[config.mk]
export PLATFORM = sky130hd
export DESIGN_NAME = i2c_target_flat
export DESIGN_NICKNAME = d
export VERILOG_FILES = /design/src/rtl/i2c_target_pkg.sv /design/src/rtl/i2c_target_if.sv /design/src/rtl/i2c_target_line_sync.sv /design/src/rtl/i2c_target.sv /design/src/flat_wrapper.sv
export SDC_FILE = /design/constraint.sdc
export NUM_CORES = 1
export LEC_CHECK = 0
export CAP_MARGIN = 20
export CORE_UTILIZATION = 49
export DETAILED_ROUTE_END_ITERATION = 8
export PLACE_DENSITY = 0.81
export SETUP_SLACK_MARGIN = 0.4
export SLEW_MARGIN = 20
export SYNTH_ARGS = -nofsm -noshare
export SYNTH_HDL_FRONTEND = slang
export SYNTH_SLANG_ARGS = --single-unit
[constraint.sdc]
create_clock -name ref_clk -period 1.9 [get_ports ref_clk]
set_input_delay 0.38 -clock ref_clk [delete_from_list [all_inputs] [get_ports ref_clk]]
set_output_delay 0.38 -clock ref_clk [all_outputs]
set_load 0.05 [all_outputs]
[src/rtl/i2c_target_pkg.sv]
// Shared types and widths for the I2C target endpoint.
package i2c_pkg;
   localparam int I2C_ADDR_W = 7;
   localparam int I2C_BYTE_W = 8;

   typedef enum logic [2:0] {
      IDLE,
      ADDR,
      ADDR_ACK,
      WRITE,
      WRITE_ACK,
      READ,
      READ_ACK,
      IGNORE
   } i2c_state_t;
endpackage

[src/rtl/i2c_target_if.sv]
// Bus pins and byte-wide user side of the I2C target, plus the FSM state for observation.
interface i2c_target_if;
   import i2c_pkg::*;

   logic                  scl;
   logic                  sda_in;
   logic                  sda_oe;
   logic [I2C_BYTE_W-1:0] rx_data;
   logic                  rx_valid;
   logic                  tx_load;
   logic [I2C_BYTE_W-1:0] tx_data;
   logic                  busy;
   i2c_state_t            state;

   // rx_valid and tx_load are single-cycle strobes with no back-pressure; the user
   // side must take rx_data on rx_valid and hold tx_data stable whenever tx_load can fire.
   modport slave  (input  scl, sda_in, tx_data,
                   output sda_oe, rx_data, rx_valid, tx_load, busy, state);
   modport master (output scl, sda_in, tx_data,
                   input  sda_oe, rx_data, rx_valid, tx_load, busy, state);
endinterface

[src/rtl/i2c_target_line_sync.sv]
// Two-flop synchronizer plus registered edge detector for one raw I2C pad line.
module i2c_line_sync (
   input  logic ref_clk,
   input  logic reset_n,
   input  logic raw,
   output logic level,
   output logic rise,
   output logic fall
);
   logic meta, sync, prev;

   // Flops reset high to match an idle bus, so release from reset creates no edge.
   always_ff @(posedge ref_clk or negedge reset_n) begin
      if (!reset_n) begin
         meta <= 1'b1;
         sync <= 1'b1;
         prev <= 1'b1;
         rise <= 1'b0;
         fall <= 1'b0;
      end else begin
         meta <= raw;
         sync <= meta;
         prev <= sync;
         rise <= sync & ~prev;
         fall <= ~sync & prev;
      end
   end

   assign level = prev;
endmodule

[src/rtl/i2c_target.sv]
// I2C target with fixed 7-bit address, byte-wide RX/TX strobes and no clock stretching.
module i2c_target
   import i2c_pkg::*;
#(
   parameter logic [I2C_ADDR_W-1:0] TARGET_ADDR = 7'h50
) (
   input logic          ref_clk,
   input logic          reset_n,
   i2c_target_if.slave  bus
);
   logic scl_level, scl_rise, scl_fall;
   logic sda_level, sda_rise, sda_fall;

   i2c_line_sync u_scl (.ref_clk(ref_clk), .reset_n(reset_n), .raw(bus.scl),
                        .level(scl_level), .rise(scl_rise), .fall(scl_fall));
   i2c_line_sync u_sda (.ref_clk(ref_clk), .reset_n(reset_n), .raw(bus.sda_in),
                        .level(sda_level), .rise(sda_rise), .fall(sda_fall));

   i2c_state_t            state;
   logic [2:0]            bit_cnt;
   logic [I2C_BYTE_W-1:0] shift;
   logic [I2C_BYTE_W-1:0] shift_nxt;
   logic                  ack_on;
   logic                  rw;
   logic                  sda_oe;
   logic [I2C_BYTE_W-1:0] rx_data;
   logic                  rx_valid;
   logic                  tx_load;
   logic                  busy;
   logic                  start_det;
   logic                  stop_det;

   assign start_det = sda_fall & scl_level;
   assign stop_det  = sda_rise & scl_level;
   assign shift_nxt = {shift[I2C_BYTE_W-2:0], sda_level};

   always_ff @(posedge ref_clk or negedge reset_n) begin
      if (!reset_n) begin
         state    <= IDLE;
         bit_cnt  <= 3'd0;
         shift    <= '0;
         ack_on   <= 1'b0;
         rw       <= 1'b0;
         sda_oe   <= 1'b0;
         rx_data  <= '0;
         rx_valid <= 1'b0;
         tx_load  <= 1'b0;
         busy     <= 1'b0;
      end else begin
         rx_valid <= 1'b0;
         tx_load  <= 1'b0;
         if (start_det) begin
            state   <= ADDR;
            bit_cnt <= 3'd0;
            sda_oe  <= 1'b0;
            ack_on  <= 1'b0;
         end else if (stop_det) begin
            state  <= IDLE;
            sda_oe <= 1'b0;
            busy   <= 1'b0;
            ack_on <= 1'b0;
         end else begin
            case (state)
               IDLE: ;
               ADDR: if (scl_rise) begin
                  shift   <= shift_nxt;
                  bit_cnt <= bit_cnt + 3'd1;
                  if (bit_cnt == 3'd7) begin
                     if (shift_nxt[I2C_BYTE_W-1:1] == TARGET_ADDR) begin
                        state <= ADDR_ACK;
                        busy  <= 1'b1;
                        rw    <= shift_nxt[0];
                     end else begin
                        state <= IGNORE;
                        busy  <= 1'b0;
                     end
                  end
               end
               // First fall pulls SDA for the ACK slot, the second ends the slot.
               ADDR_ACK, WRITE_ACK: if (scl_fall) begin
                  if (!ack_on) begin
                     sda_oe <= 1'b1;
                     ack_on <= 1'b1;
                  end else begin
                     ack_on <= 1'b0;
                     if (state == ADDR_ACK && rw) begin
                        state   <= READ;
                        tx_load <= 1'b1;
                        shift   <= bus.tx_data;
                        sda_oe  <= ~bus.tx_data[I2C_BYTE_W-1];
                        bit_cnt <= 3'd0;
                     end else begin
                        state  <= WRITE;
                        sda_oe <= 1'b0;
                     end
                  end
               end
               WRITE: if (scl_rise) begin
                  shift   <= shift_nxt;
                  bit_cnt <= bit_cnt + 3'd1;
                  if (bit_cnt == 3'd7) begin
                     rx_data  <= shift_nxt;
                     rx_valid <= 1'b1;
                     state    <= WRITE_ACK;
                  end
               end
               READ: if (scl_fall) begin
                  bit_cnt <= bit_cnt + 3'd1;
                  if (bit_cnt == 3'd7) begin
                     sda_oe <= 1'b0;
                     state  <= READ_ACK;
                  end else begin
                     sda_oe <= ~shift[I2C_BYTE_W-2];
                     shift  <= {shift[I2C_BYTE_W-2:0], 1'b0};
                  end
               end
               READ_ACK: if (scl_rise) begin
                  if (sda_level) begin
                     state <= IGNORE;
                     busy  <= 1'b0;
                  end else begin
                     ack_on <= 1'b1;
                  end
               end else if (scl_fall && ack_on) begin
                  ack_on  <= 1'b0;
                  state   <= READ;
                  tx_load <= 1'b1;
                  shift   <= bus.tx_data;
                  sda_oe  <= ~bus.tx_data[I2C_BYTE_W-1];
                  bit_cnt <= 3'd0;
               end
               IGNORE: begin
                  sda_oe <= 1'b0;
                  busy   <= 1'b0;
               end
               default: state <= IDLE;
            endcase
         end
      end
   end

   assign bus.sda_oe   = sda_oe;
   assign bus.rx_data  = rx_data;
   assign bus.rx_valid = rx_valid;
   assign bus.tx_load  = tx_load;
   assign bus.busy     = busy;
   assign bus.state    = state;
endmodule

[src/flat_wrapper.sv]
// flat-port wrapper written by rule: the top's interface ports become plain ports
module i2c_target_flat import i2c_pkg::*;
#(
   parameter logic [I2C_ADDR_W-1:0] TARGET_ADDR = 7'h50
)
  (ref_clk, reset_n, bus_scl, bus_sda_in, bus_tx_data, bus_sda_oe, bus_rx_data, bus_rx_valid, bus_tx_load, bus_busy, bus_state);
  i2c_target_if bus_i ();
  input logic ref_clk;
  input logic reset_n;
  input wire logic [$bits(bus_i.scl)-1:0] bus_scl;
  input wire logic [$bits(bus_i.sda_in)-1:0] bus_sda_in;
  input wire logic [$bits(bus_i.tx_data)-1:0] bus_tx_data;
  output wire logic [$bits(bus_i.sda_oe)-1:0] bus_sda_oe;
  output wire logic [$bits(bus_i.rx_data)-1:0] bus_rx_data;
  output wire logic [$bits(bus_i.rx_valid)-1:0] bus_rx_valid;
  output wire logic [$bits(bus_i.tx_load)-1:0] bus_tx_load;
  output wire logic [$bits(bus_i.busy)-1:0] bus_busy;
  output wire logic [$bits(bus_i.state)-1:0] bus_state;
  assign bus_i.scl = bus_scl;
  assign bus_i.sda_in = bus_sda_in;
  assign bus_i.tx_data = bus_tx_data;
  assign bus_sda_oe = bus_i.sda_oe;
  assign bus_rx_data = bus_i.rx_data;
  assign bus_rx_valid = bus_i.rx_valid;
  assign bus_tx_load = bus_i.tx_load;
  assign bus_busy = bus_i.busy;
  assign bus_state = bus_i.state;
  i2c_target #(.TARGET_ADDR(TARGET_ADDR)) u_core (.ref_clk(ref_clk), .reset_n(reset_n), .bus(bus_i));
endmodule
Word level (Yosys, flattened, before mapping)

Index checks and enable logic that the tools add are counted.

Register bits: 37
Bits in latches: 0
Memory bits (writable): 0
Bits in read-only memories: 0
Input bits: 12
Output and inout bits: 15
Word-level logic and storage cells: 168
Memories kept: 0

Add/sub/neg operators: 1
Multipliers: 0
Divide/modulo/power cells: 0
$lt $le $gt $ge: 0
Equality and inequality tests: 42
Shift-type cells: 0
Mux-type cells: 73
Bitwise gates (word level): 14
Reduce and logical (&&, ||, !) cells: 18

Operator list:

| kind                 | number |
|---|---|
| $mux W3              | 24 |
| $mux W7              | 8 |
| $mux W1              | 34 |
| $pmux W7 S4          | 1 |
| $reduce_and A11 Y1   | 2 |
| $ne A4 B1 Y1 const B | 5 |
| $ne A4 B2 Y1 const B | 5 |
| $ne A3 B2 Y1 const B | 6 |
| $eq A3 B3 Y1 const B | 5 |
| $ne A3 B1 Y1 const B | 5 |
| $pmux W3 S5          | 1 |
| $pmux W3 S4          | 1 |
| $reduce_and A6 Y1    | 2 |
| $reduce_bool A4 Y1   | 3 |
| $ne A2 B1 Y1 const B | 5 |
| $ne A5 B3 Y1 const B | 2 |
| $reduce_and A5 Y1    | 2 |
| $reduce_and A9 Y1    | 1 |
| $ne A2 B2 Y1 const B | 4 |
| $not A1 Y1           | 8 |
| $eq A7 B7 Y1 const B | 1 |
| $reduce_bool A7 Y1   | 1 |
| $and A1 B1 Y1        | 6 |
| $eq A3 B2 Y1 const B | 2 |
| other kinds (11)     | 14 |

Depth between registers and ports, before layout

Gate-level depths: netlist of run 1.

Depth after elaboration: 8
Mapped depth: 7
Mapped depth without buffers: 7

Modules after synthesis

Synthesis of run 1 repeated with hierarchy kept, for this count alone.

Cell total of the unflattened synthesis: 190
Area, all modules: 1,953.1 um^2

Modules (own cells, without submodules):

| module        | instances | cells an instance | area an instance (um^2) | seq. area each (um^2) |
|---|---|---|---|---|
| i2c_target    | 1         | 176               | 1,665.3                 | 675.6 |
| i2c_line_sync | 2         | 7                 | 143.9                   | 128.9 |

Least setup slack after synthesis of run 1

Ideal clock, no wire load.

Path kind: register to register
Start: register u_core.state[2] (netlist: u_core.bus.state[2])
End: register u_core.state[0] (netlist: u_core.bus.state[0])
Setup time: 0.122 ns
Arrival time: 2.039 ns
Data required time: 1.778 ns
Path slack: -0.260 ns
Cell stages (with the launch flop): 7
Buffers on the path: 1
Clock period less this slack: 2.160 ns
Cells stage by stage: dfrtp_1 buf_6 nor2b_1 a21oi_1 o21a_2 or4b_1 a32o_1

Cells in the longest elaborated chain, start to end: 5
Elaborated cells on any way between the ends: 22
Those cells by class: eq/ne (16); mux (3); reduce/logical (3)

Ends and longest elaborated chain:

| what                                         | line             | text |
|---|---|---|
| start: declaration                           | i2c_target.sv:19 | `i2c_state_t state;` |
| start signal: assignment                     | i2c_target.sv:39 | `state <= IDLE;` |
| start signal: assignment                     | i2c_target.sv:53 | `state <= ADDR;` |
| start signal: assignment                     | i2c_target.sv:58 | `state <= IDLE;` |
| $eq A3 B3 Y1 or $eq A3 B2 Y1 (tied branches) | i2c_target.sv:63 | `case (state)` |
| $reduce_or A2 Y1                             | i2c_target.sv:63 |  |
| $pmux W3 S5                                  | i2c_target.sv:63 |  |
| $mux W3                                      | i2c_target.sv:57 | `end else if (stop_det) begin` |
| $mux W3                                      | i2c_target.sv:52 | `if (start_det) begin` |

Several ways; a longest one is shown, not always the timed one.
A chain may end at the register's enable or synchronous reset.

Worst setup path after layout of run 1

Start: register u_core.state[1] (netlist: u_core.bus.state[1])
End: register u_core.state[0] (netlist: u_core.bus.state[0])

The elaborated chain is that of the path after synthesis.

==> results of run 1 <==
==> placed cells by master (no fill, tap or decap), types with 6 or more instances in the layout <==
cell | netlist | layout
clkdlybuf4s15_2 | 0 | 11
dfstp_2 | 6 | 6
clkbuf_8 | 0 | 6
mux2_4 | 7 | 16
dfrtp_1 | 31 | 27
nor2b_1 | 9 | 7
mux2_2 | 7 | 7
a21oi_1 | 9 | 9
buf_6 | 2 | 11
nand2_1 | 13 | 10
clkdlybuf4s50_1 | 0 | 11
buf_4 | 0 | 37
==> metal layers <==
metal,part of all wire [%],track usage (%)
met5,0,0
met4,3.7,10.6
met3,7.1,5.99
met2,47,41.3
met1,42,36.4
==> path summary, 6_finish.rpt <==
check                      slack, ns                               to  depth (start not counted)                             from
max                            -0.02  u_core.bus.state[0]$_DFFE_PN0P_                          6  u_core.bus.state[1]$_DFFE_PN0P_
min                             0.35      u_core.u_sda.sync$_DFF_PN1_                          0      u_core.u_sda.meta$_DFF_PN1_
max reg2reg                    -0.02  u_core.bus.state[0]$_DFFE_PN0P_                          6  u_core.bus.state[1]$_DFFE_PN0P_
min reg2reg                     0.35      u_core.u_sda.sync$_DFF_PN1_                          0      u_core.u_sda.meta$_DFF_PN1_
max in group asynchronous       1.03      u_core.u_sda.meta$_DFF_PN1_                          2                          reset_n
min in group asynchronous       0.50     u_core.bus.tx_load$_DFF_PN0_                          2                          reset_n
==> power groups by stage <==
stage / logic, uW / registers [uW] / clock network [uW]
after floorplan: 891 / 1200 / 0
after global placement: 1350 / 1140 / 0
after detailed placement: 1400 / 1150 / 0
after CTS: 1580 / 1120 / 568
after global routing: 2050 / 1150 / 602
final: 1940 / 1130 / 556
==> cells by family after synthesis <==
group	count (synthesis)	share of synthesized area, %
simple gates	47	13.2
mux	26	16.4
flops	37	48.4
compound gates	44	17.4
fa+ha+maj	2	1.30
buf+inv	12	3.31
==> state kept, by name, indices dropped and copies added (netlist names), 3 cells and up <==
| signal | flops |
|---|---|
| u_core.bus.state | 3 |
| u_core.bit_cnt | 3 |
| u_core.shift | 7 |
| u_core.bus.rx_data | 8 |
==> metrics by stage <==
stage,utilization [%],power (uW),setup TNS (ns)
final,78.4,3620,-0.0304
after global routing,78.4,3800,-0.248
after CTS,72.4,3270,0
after detailed placement,66.4,2560,-0.665
after global placement,66.4,2490,0
after floorplan,-,2090,-0.702
==> repair_timing <==
action                     CTS  global route
buffers inserted            11            17
gates cloned                 0             1
setup endpoints to repair   38            28
pin swaps                   11             8
resized for setup           40            23
==> worst reg2reg max path, delay by kind of cell (launching register included) <==
| family | cells | cell delay, ns |
|---|---|---|
| DFF | 1 | 0.41 |
| AOI/OAI and AO/OA | 3 | 0.60 |
| and+or+nand+nor | 1 | 0.47 |
| buffers and inverters | 2 | 0.34 |
==> layout make-up <==
class                           count  share of cell area (%)
Inverter                            3                   0.386
Multi-Input combinational cell    120                    37.2
Tap cell                           48                    2.06
Timing Repair Buffer               75                    25.1
Sequential cell                    37                    32.2
Clock buffer                        8                    3.09
==> flow_metrics.env, run 1 <==
export IMPL_multiInputGateArea_um2=1080
export IMPL_rsz0062_at_grt="true"
export IMPL_dp_hpwl_mm=3.24
export IMPL_synth_commonest_cells="31 x dfrtp_1, 13 x nand2_1, 9 x a21oi_1, 9 x mux2_1, 9 x nor2b_1"
export IMPL_mappedNetlistNets=182
export IMPL_end_kind="flop"
export IMPL_placed_cell_area_um2=2470
export IMPL_p_sw_uw=1340
export IMPL_max_cap_violations=0
export IMPL_setup_ws_ns=-0.0165
export IMPL_clock_power_share_pct=15.4
export IMPL_rows=22
export IMPL_combPwrFrac_pct=53.5
export IMPL_cp_start_kind="flop"
export IMPL_fin_worst_skew_ns=0.00881
export IMPL_status="finished, violations left"
export IMPL_syn_area_um2=1930
export IMPL_hold_ws_ns=0.350
export IMPL_maxSlewViolCount=0
export IMPL_antenna_found_initial=0
export IMPL_critPathKind="reg2reg"
export IMPL_ys_seq_elements=37
export IMPL_fin_crit_sh_pct=101
export IMPL_seqCellArea_um2=938
export IMPL_hold_path_class="reg2reg"
export IMPL_finalSetupViolations=4
export IMPL_slew_headroom_pct=69.0
export IMPL_critPathBufInv=2
export IMPL_cts_hold_buf=0
export IMPL_fillers=207
export IMPL_p_sw_share_pct=37.1
export IMPL_synth_cell_types=50
export IMPL_cts_root_buf="clkbuf_8"
export IMPL_crit_chain="buf_4 > buf_6 > o32ai_1 > a32o_2 > or4b_1 > a32o_1"
export IMPL_ys_seq_area_share_pct=48.4
export IMPL_fmax_ghz=0.522
export IMPL_start_util_pct=51.9
export IMPL_clkTransAtPathRegs_ns=0.07
export IMPL_synth_edf_count=0
export IMPL_io_pins=27
export IMPL_vias=1743
export IMPL_drive_gt1_share_pct=52.3
export IMPL_grt_usage_pct=26.7
export IMPL_fin_crit_ns=1.92
export IMPL_htreeDepth=2
export IMPL_yosysMostFrequentCell="dfrtp_1"
export IMPL_grt_ovfl_total=0
export IMPL_drc_errors=0
export IMPL_num_nets_final=256
export IMPL_cp_top_family="compound AO/OA/AOI/OAI gates"
export IMPL_cts_tree="yes"
export IMPL_yosys_area_top_type="dfrtp_1"
export IMPL_gp_congestion=0.893
export IMPL_fp_dieH_um=64.7
export IMPL_p_int_uw=2280
export IMPL_worstMarginPinSlew_ns=0.464
export IMPL_pre_cts_ws_ns=-0.0979
export IMPL_wl_mm=5.97
export IMPL_synth_area_leaders="dfrtp_1 40%, dfstp_2 8.2%, mux2_4 5.5%"
export IMPL_cp_slowest_cell="or4b_1"
export IMPL_violations="negative setup slack"
export IMPL_final_area_um2=2910
export IMPL_grt_max_degree=38
export IMPL_hold_viol_final=0
export IMPL_die_x_um=64.7
export IMPL_synthToLayoutAreaGrowth_pct=51.1
export IMPL_yosys_warnings=0
export IMPL_max_stage_delay_ns=0.47
export IMPL_firstDrtPassIters=4
export IMPL_clock_sinks=37
export IMPL_clk_latency_ns=0.29
export IMPL_core_um2=3720
export IMPL_grt_pass1_wl_mm=8.16
export IMPL_synth_area_per_cell_um2=11.5
export IMPL_port_buffers=26
export IMPL_p_leak_uw=0.00128
export IMPL_ant_nets=0
export IMPL_diodes=0
export IMPL_seqPwrFrac_pct=31.1
export IMPL_dp_cells=254
export IMPL_synth_top_area_share_pct=40.2
export IMPL_wl_per_cell_um=20.5
export IMPL_crit_arrival_ns=2.10
export IMPL_die_area_um2=4190
export IMPL_drt_iter0_markers=186
export IMPL_synthArstFlopShare_pct=100
export IMPL_critPathMaxFanout=13
export IMPL_vdd_drop_max_mv=0.712
export IMPL_required_ns=2.08
export IMPL_viasPerCell=5.99
export IMPL_stdcell_count=291
export IMPL_first_global_vias=1636
export IMPL_powerDensity_nw_per_um2=1240
export IMPL_cts_buffers=5
export IMPL_synth_flop_cell="dfrtp_1"
export IMPL_clock_path_buffers=2
export IMPL_synth_cells=168
(Power assumes the default switching activity.)
==> inputs of run 2 (changes only) <==
Settings changed: GPL_TIMING_DRIVEN from default to 0.
==> flow_metrics.env, run 2 (synthesis gave the netlist of run 1 again) <==
export IMPL_status="finished, violations left"
export IMPL_violations="negative setup slack"
export IMPL_fin_crit_ns=1.96
export IMPL_drive_gt1_share_pct=56.4
export IMPL_placed_cell_area_um2=2380
export IMPL_final_area_um2=2960
export IMPL_first_global_vias=1818
export IMPL_crit_chain="buf_6 > buf_4 > and2_2 > o21ai_1 > or4b_4 > a32o_1"
export IMPL_viasPerCell=6.29
export IMPL_grt_usage_pct=30.0
export IMPL_r2r_start="u_core.bus.state[1]$_DFFE_PN0P_"
export IMPL_seqCellArea_um2=938
export IMPL_maxSlewViolCount=0
export IMPL_regMostFlops="u_core.bus.rx_data"
export IMPL_clk_latency_ns=0.30
export IMPL_port_buffers=26
export IMPL_dp_hpwl_mm=3.09
export IMPL_rrSetupSlack_ns=-0.06
export IMPL_wl_mm=6.08
export IMPL_num_nets_final=247
export IMPL_slew_headroom_pct=67.3
export IMPL_pre_cts_ws_ns=-0.184
export IMPL_largest_reg_flops=8
export IMPL_vdd_drop_max_mv=0.790
export IMPL_hold_path_class="in2async"
export IMPL_gp_congestion=0.895
export IMPL_max_stage_delay_ns=0.49
export IMPL_firstDrtPassIters=4
export IMPL_hold_viol_final=0
export IMPL_cts_root_buf="clkbuf_8"
export IMPL_rows=22
export IMPL_clock_path_buffers=2
export IMPL_reg2reg_to="u_core.bus.state[0]$_DFFE_PN0P_"
export IMPL_required_ns=2.09
export IMPL_top_regs="u_core.bus.rx_data x8, u_core.shift x7"
export IMPL_synthToLayoutAreaGrowth_pct=53.7
export IMPL_cp_slowest_cell="or4b_4"
export IMPL_diodes=0
export IMPL_vias=1774
export IMPL_critPathKind="reg2reg"
export IMPL_wl_met2_mm=2.86
export IMPL_grt_pass1_wl_mm=9.14
export IMPL_antenna_found_initial=0
export IMPL_end_kind="flop"
export IMPL_fmax_ghz=0.511
export IMPL_cp_start_kind="flop"
export IMPL_cts_buffers=5
export IMPL_max_cap_violations=0
export IMPL_cts_tree="yes"
export IMPL_critPathMaxFanout=5
export IMPL_crit_arrival_ns=2.15
export IMPL_wl_met3_um=421
export IMPL_clkTransAtPathRegs_ns=0.08
export IMPL_finalSetupViolations=1
export IMPL_rsz0062_at_grt="true"
export IMPL_postLayoutCoreUtil_pct=79.8
export IMPL_fillers=217
export IMPL_final_cell_mix="27 x buf_4, 27 x dfrtp_1, 16 x mux2_4"
export IMPL_drt_iter0_markers=167
export IMPL_die_x_um=64.7
export IMPL_grt_max_degree=21
export IMPL_clock_sinks=37
export IMPL_io_pins=27
export IMPL_powerDensity_nw_per_um2=1300
export IMPL_reg2reg_depth=6
export IMPL_htreeDepth=2
export IMPL_fin_worst_skew_ns=0.00930
export IMPL_grt_ovfl_total=0
export IMPL_drc_errors=0
export IMPL_power_total_uw=3850
export IMPL_multiInputGateArea_um2=1160
export IMPL_worstMarginPinSlew_ns=0.491
export IMPL_setup_ws_ns=-0.0578
export IMPL_wirelength_met1_mm=2.50
export IMPL_highest_layer="met4"
export IMPL_start_util_pct=51.9
export IMPL_ant_nets=0
export IMPL_fp_dieH_um=64.7
export IMPL_fin_crit_sh_pct=103
export IMPL_cts_hold_buf=0
export IMPL_die_area_um2=4190
export IMPL_core_um2=3720
export IMPL_wl_per_cell_um=21.5
export IMPL_p_leak_uw=0.00126
-- run 2: cell types whose count changed in the layout (fill, tap and decap cells not counted), sizes merged --
cell and change:
buf -16, clkbuf +3, bufinv +2, clkdlybuf4s15 +2, clkdlybuf4s50 -1, clkinv +1
clkinvlp +1, inv -1
-- run 2: layout make-up --
type                       count  share of cell area, %
clock inverter                 3                   2.20
inverter                       3                  0.507
tap                           48                   2.03
buffer                         9                   3.33
clock buffer                   5                   2.32
multi-input combinational    120                   39.0
sequential                    37                   31.7
timing repair buffer          57                   18.9
-- run 2: how the worst max path moves through the flow --
| stage | from | to | slack, ns | cells after the start |
|---|---|---|---|---|
| 5_1_grt | u_core.bus.state[1]$_DFFE_PN0P_ | u_core.bus.state[0]$_DFFE_PN0P_ | -0.09 | 6 |
| 6_report | u_core.bus.state[1]$_DFFE_PN0P_ | u_core.bus.state[0]$_DFFE_PN0P_ | -0.06 | 6 |
| 2_1_floorplan | u_core.bus.state[2]$_DFFE_PN0P_ | u_core.shift[0]$_DFFE_PN0P_ | -0.09 | 6 |
| 3_5_place_dp | u_core.bus.state[2]$_DFFE_PN0P_ | u_core.shift[2]$_DFFE_PN0P_ | -0.18 | 6 |
| 4_1_cts | u_core.bus.state[1]$_DFFE_PN0P_ | u_core.shift[0]$_DFFE_PN0P_ | 0.02 | 7 |
| 3_3_place_gp | reset_n | u_core.bus.state[0]$_DFFE_PN0P_ | -0.45 | 1 |
-- run 2: what timing repair did --
action                     in CTS  in global routing
setup endpoints to repair      41                 28
pin swaps                      12                 10
setup buffers                  20                  9
cloned                          1                  1
resized for setup              67                 27
-- run 2: critical path, delay by kind of cell, from the launching register on --
family	cells	cell delay, ns
AND/OR/NAND/NOR	2	0.70
AO/OA/AOI/OAI	2	0.41
flip-flops	1	0.45
buffers and inverters	2	0.28
-- run 2: report_power, final --
group	total [uW]	switching, uW	leakage (uW)	internal (uW)
sequential	1100	151	0.000466	950
combinational	1920	954	0.000724	963
clock	833	311	0.0000681	522
-- run 2: metal layers --
metal | up-vias | track usage (%)
li1 | 760 | -
met1 | 874 | 36.5
met2 | 105 | 46.4
met3 | 35 | 10.2
met4 | 0 | 16.9
met5 | - | 0
-- run 2: per-stage QoR --
| stage | cells | hold WS, ns | setup TNS (ns) |
|---|---|---|---|
| 2_1_floorplan | 168 | 0.0844 | -0.702 |
| 4_1_cts | 272 | 0.0447 | 0 |
| 3_5_place_dp | 243 | 0.347 | -1.41 |
| 5_1_grt | 282 | 0.0438 | -0.305 |
| 3_3_place_gp | 242 | 0.346 | -11.64 |
| 6_report | 282 | 0.0286 | -0.0578 |
==> inputs of run 3 (changes only) <==
Settings changed: CORE_MARGIN from default to 3, PLACE_DENSITY 0.81 to 0.76.
==> flow_metrics.env, run 3 (synthesis gave the netlist of run 1 again) <==
export IMPL_clock_sinks=37
export IMPL_regMostFlops="u_core.bus.rx_data"
export IMPL_cp_start_kind="flop"
export IMPL_setup_tns_ns=0
export IMPL_clkTransAtPathRegs_ns=0.07
export IMPL_io_pins=27
export IMPL_grt_ovfl_total=0
export IMPL_num_nets_final=241
export IMPL_fmax_ghz=0.535
export IMPL_end_kind="flop"
export IMPL_rrSetupSlack_ns=0.03
export IMPL_viasPerCell=6.10
export IMPL_cts_hold_buf=0
export IMPL_fillers=212
export IMPL_core_um2=3720
export IMPL_diodes=0
export IMPL_cts_buffers=5
export IMPL_fin_crit_ns=1.87
export IMPL_worstMarginPinSlew_ns=0.466
export IMPL_seqCellArea_um2=938
export IMPL_die_x_um=68.7
export IMPL_antenna_found_initial=0
export IMPL_powerDensity_nw_per_um2=1210
export IMPL_rsz0062_at_grt="true"
export IMPL_fin_crit_sh_pct=98.4
export IMPL_dp_hpwl_mm=3.13
export IMPL_critPathMaxFanout=2
export IMPL_postLayoutCoreUtil_pct=76.7
export IMPL_critPathKind="reg2reg"
export IMPL_maxSlewViolCount=0
export IMPL_cts_tree="yes"
export IMPL_gp_congestion=0.909
export IMPL_drive_gt1_share_pct=54.4
export IMPL_fin_worst_skew_ns=0.00409
export IMPL_dp_cells=243
export IMPL_first_global_vias=1620
export IMPL_vdd_drop_max_mv=0.920
export IMPL_grt_usage_pct=24.4
export IMPL_top_regs="u_core.bus.rx_data x8, u_core.shift x7"
export IMPL_grt_max_degree=21
export IMPL_vias=1684
export IMPL_hold_viol_final=0
export IMPL_largest_reg_flops=8
export IMPL_max_cap_violations=0
export IMPL_p_leak_uw=0.00121
export IMPL_grt_pass1_wl_mm=8.25
export IMPL_fp_dieH_um=68.7
export IMPL_drc_errors=0
export IMPL_die_area_um2=4720
export IMPL_wl_mm=5.34
export IMPL_cts_root_buf="clkbuf_8"
export IMPL_ant_nets=0
export IMPL_start_util_pct=51.9
export IMPL_final_cell_mix="27 x dfrtp_1, 17 x mux2_4, 16 x buf_4"
export IMPL_hold_path_class="in2async"
export IMPL_synthToLayoutAreaGrowth_pct=47.9
export IMPL_htreeDepth=2
export IMPL_required_ns=2.09
export IMPL_rows=22
export IMPL_reg2reg_depth=6
export IMPL_r2r_start="u_core.bit_cnt[1]$_DFFE_PN0P_"
export IMPL_reg2reg_to="u_core.bus.state[0]$_DFFE_PN0P_"
export IMPL_status="finished, final reports clean"
export IMPL_port_buffers=26
export IMPL_multiInputGateArea_um2=1160
export IMPL_wl_per_cell_um=19.4
export IMPL_slew_headroom_pct=68.9
export IMPL_startpoint="u_core.bit_cnt[1]$_DFFE_PN0P_"
export IMPL_stdcell_count=276
export IMPL_clock_path_buffers=2
export IMPL_drt_iter0_markers=145
export IMPL_final_common_cell="dfrtp_1"
export IMPL_clk_latency_ns=0.30
export IMPL_finalSetupViolations=0
export IMPL_crit_arrival_ns=2.06
export IMPL_firstDrtPassIters=4
-- run 3: worst max path at each step --
stage,endpoint,slack (ns),depth (start not counted)
final,u_core.bus.state[0]$_DFFE_PN0P_,0.03,6
after global routing,u_core.bus.state[0]$_DFFE_PN0P_,-0.009,6
after CTS,u_core.bus.state[0]$_DFFE_PN0P_,0.01,5
after detailed placement,u_core.shift[5]$_DFFE_PN0P_,-0.16,6
after global placement,u_core.bus.state[0]$_DFFE_PN0P_,-0.48,1
after floorplan,u_core.shift[0]$_DFFE_PN0P_,-0.09,6
-- run 3: metrics by stage --
| stage | worst slack [ns] | instance area (um2) | total power [uW] | hold slack (ns) |
|---|---|---|---|---|
| 5_1_grt | -0.00945 | 2850 | 3630 | 0.0623 |
| 2_1_floorplan | -0.0879 | 2030 | 2090 | 0.0844 |
| 3_3_place_gp | -0.475 | 2350 | 2370 | 0.346 |
| 4_1_cts | 0.0149 | 2680 | 3150 | 0.0430 |
| 3_5_place_dp | -0.161 | 2380 | 2440 | 0.348 |
| 6_report | 0.0301 | 2850 | 3450 | 0.0309 |
-- run 3: metal layers --
metal / GRT usage, % / vias to the layer above / share of wire (%) / routed length [um]
met5: 0 / - / 0 / 0
met4: 12.9 / 0 / 4.4 / 236
met3: 6.16 / 25 / 6.0 / 320
met2: 34.7 / 86 / 47 / 2520
met1: 34.1 / 821 / 42 / 2270
li1: - / 752 / - / -
-- run 3: what timing repair did --
| action | 4_1_cts | 5_1_grt |
|---|---|---|
| setup buffers | 13 | 11 |
| resized for setup | 59 | 29 |
| gates cloned | 1 | 0 |
| setup endpoints to repair | 41 | 28 |
| pin swaps | 5 | 14 |
-- run 3: area by class of cell --
| class | instances | area share [%] |
|---|---|---|
| multi-input combinational | 120 | 40.6 |
| sequential | 37 | 32.9 |
| timing repair buffer | 51 | 17.8 |
| buffer | 9 | 2.98 |
| clock buffer | 5 | 2.41 |
| tap | 48 | 2.11 |
| clock inverter | 3 | 0.614 |
| inverter | 3 | 0.527 |
-- run 3: report_power, final --
| group | leakage [uW] | internal, uW | switching (uW) |
|---|---|---|---|
| sequential | 0.000466 | 950 | 146 |
| combinational | 0.000704 | 892 | 921 |
| clock | 0.0000439 | 253 | 293 |
-- run 3: critical path: stages (launching register included) --
cell and delay, ns:
dfrtp_1 0.37, ha_2 0.20, ha_4 0.15, nand2_4 0.05
a32o_2 0.26, or4b_4 0.48, a32o_1 0.24
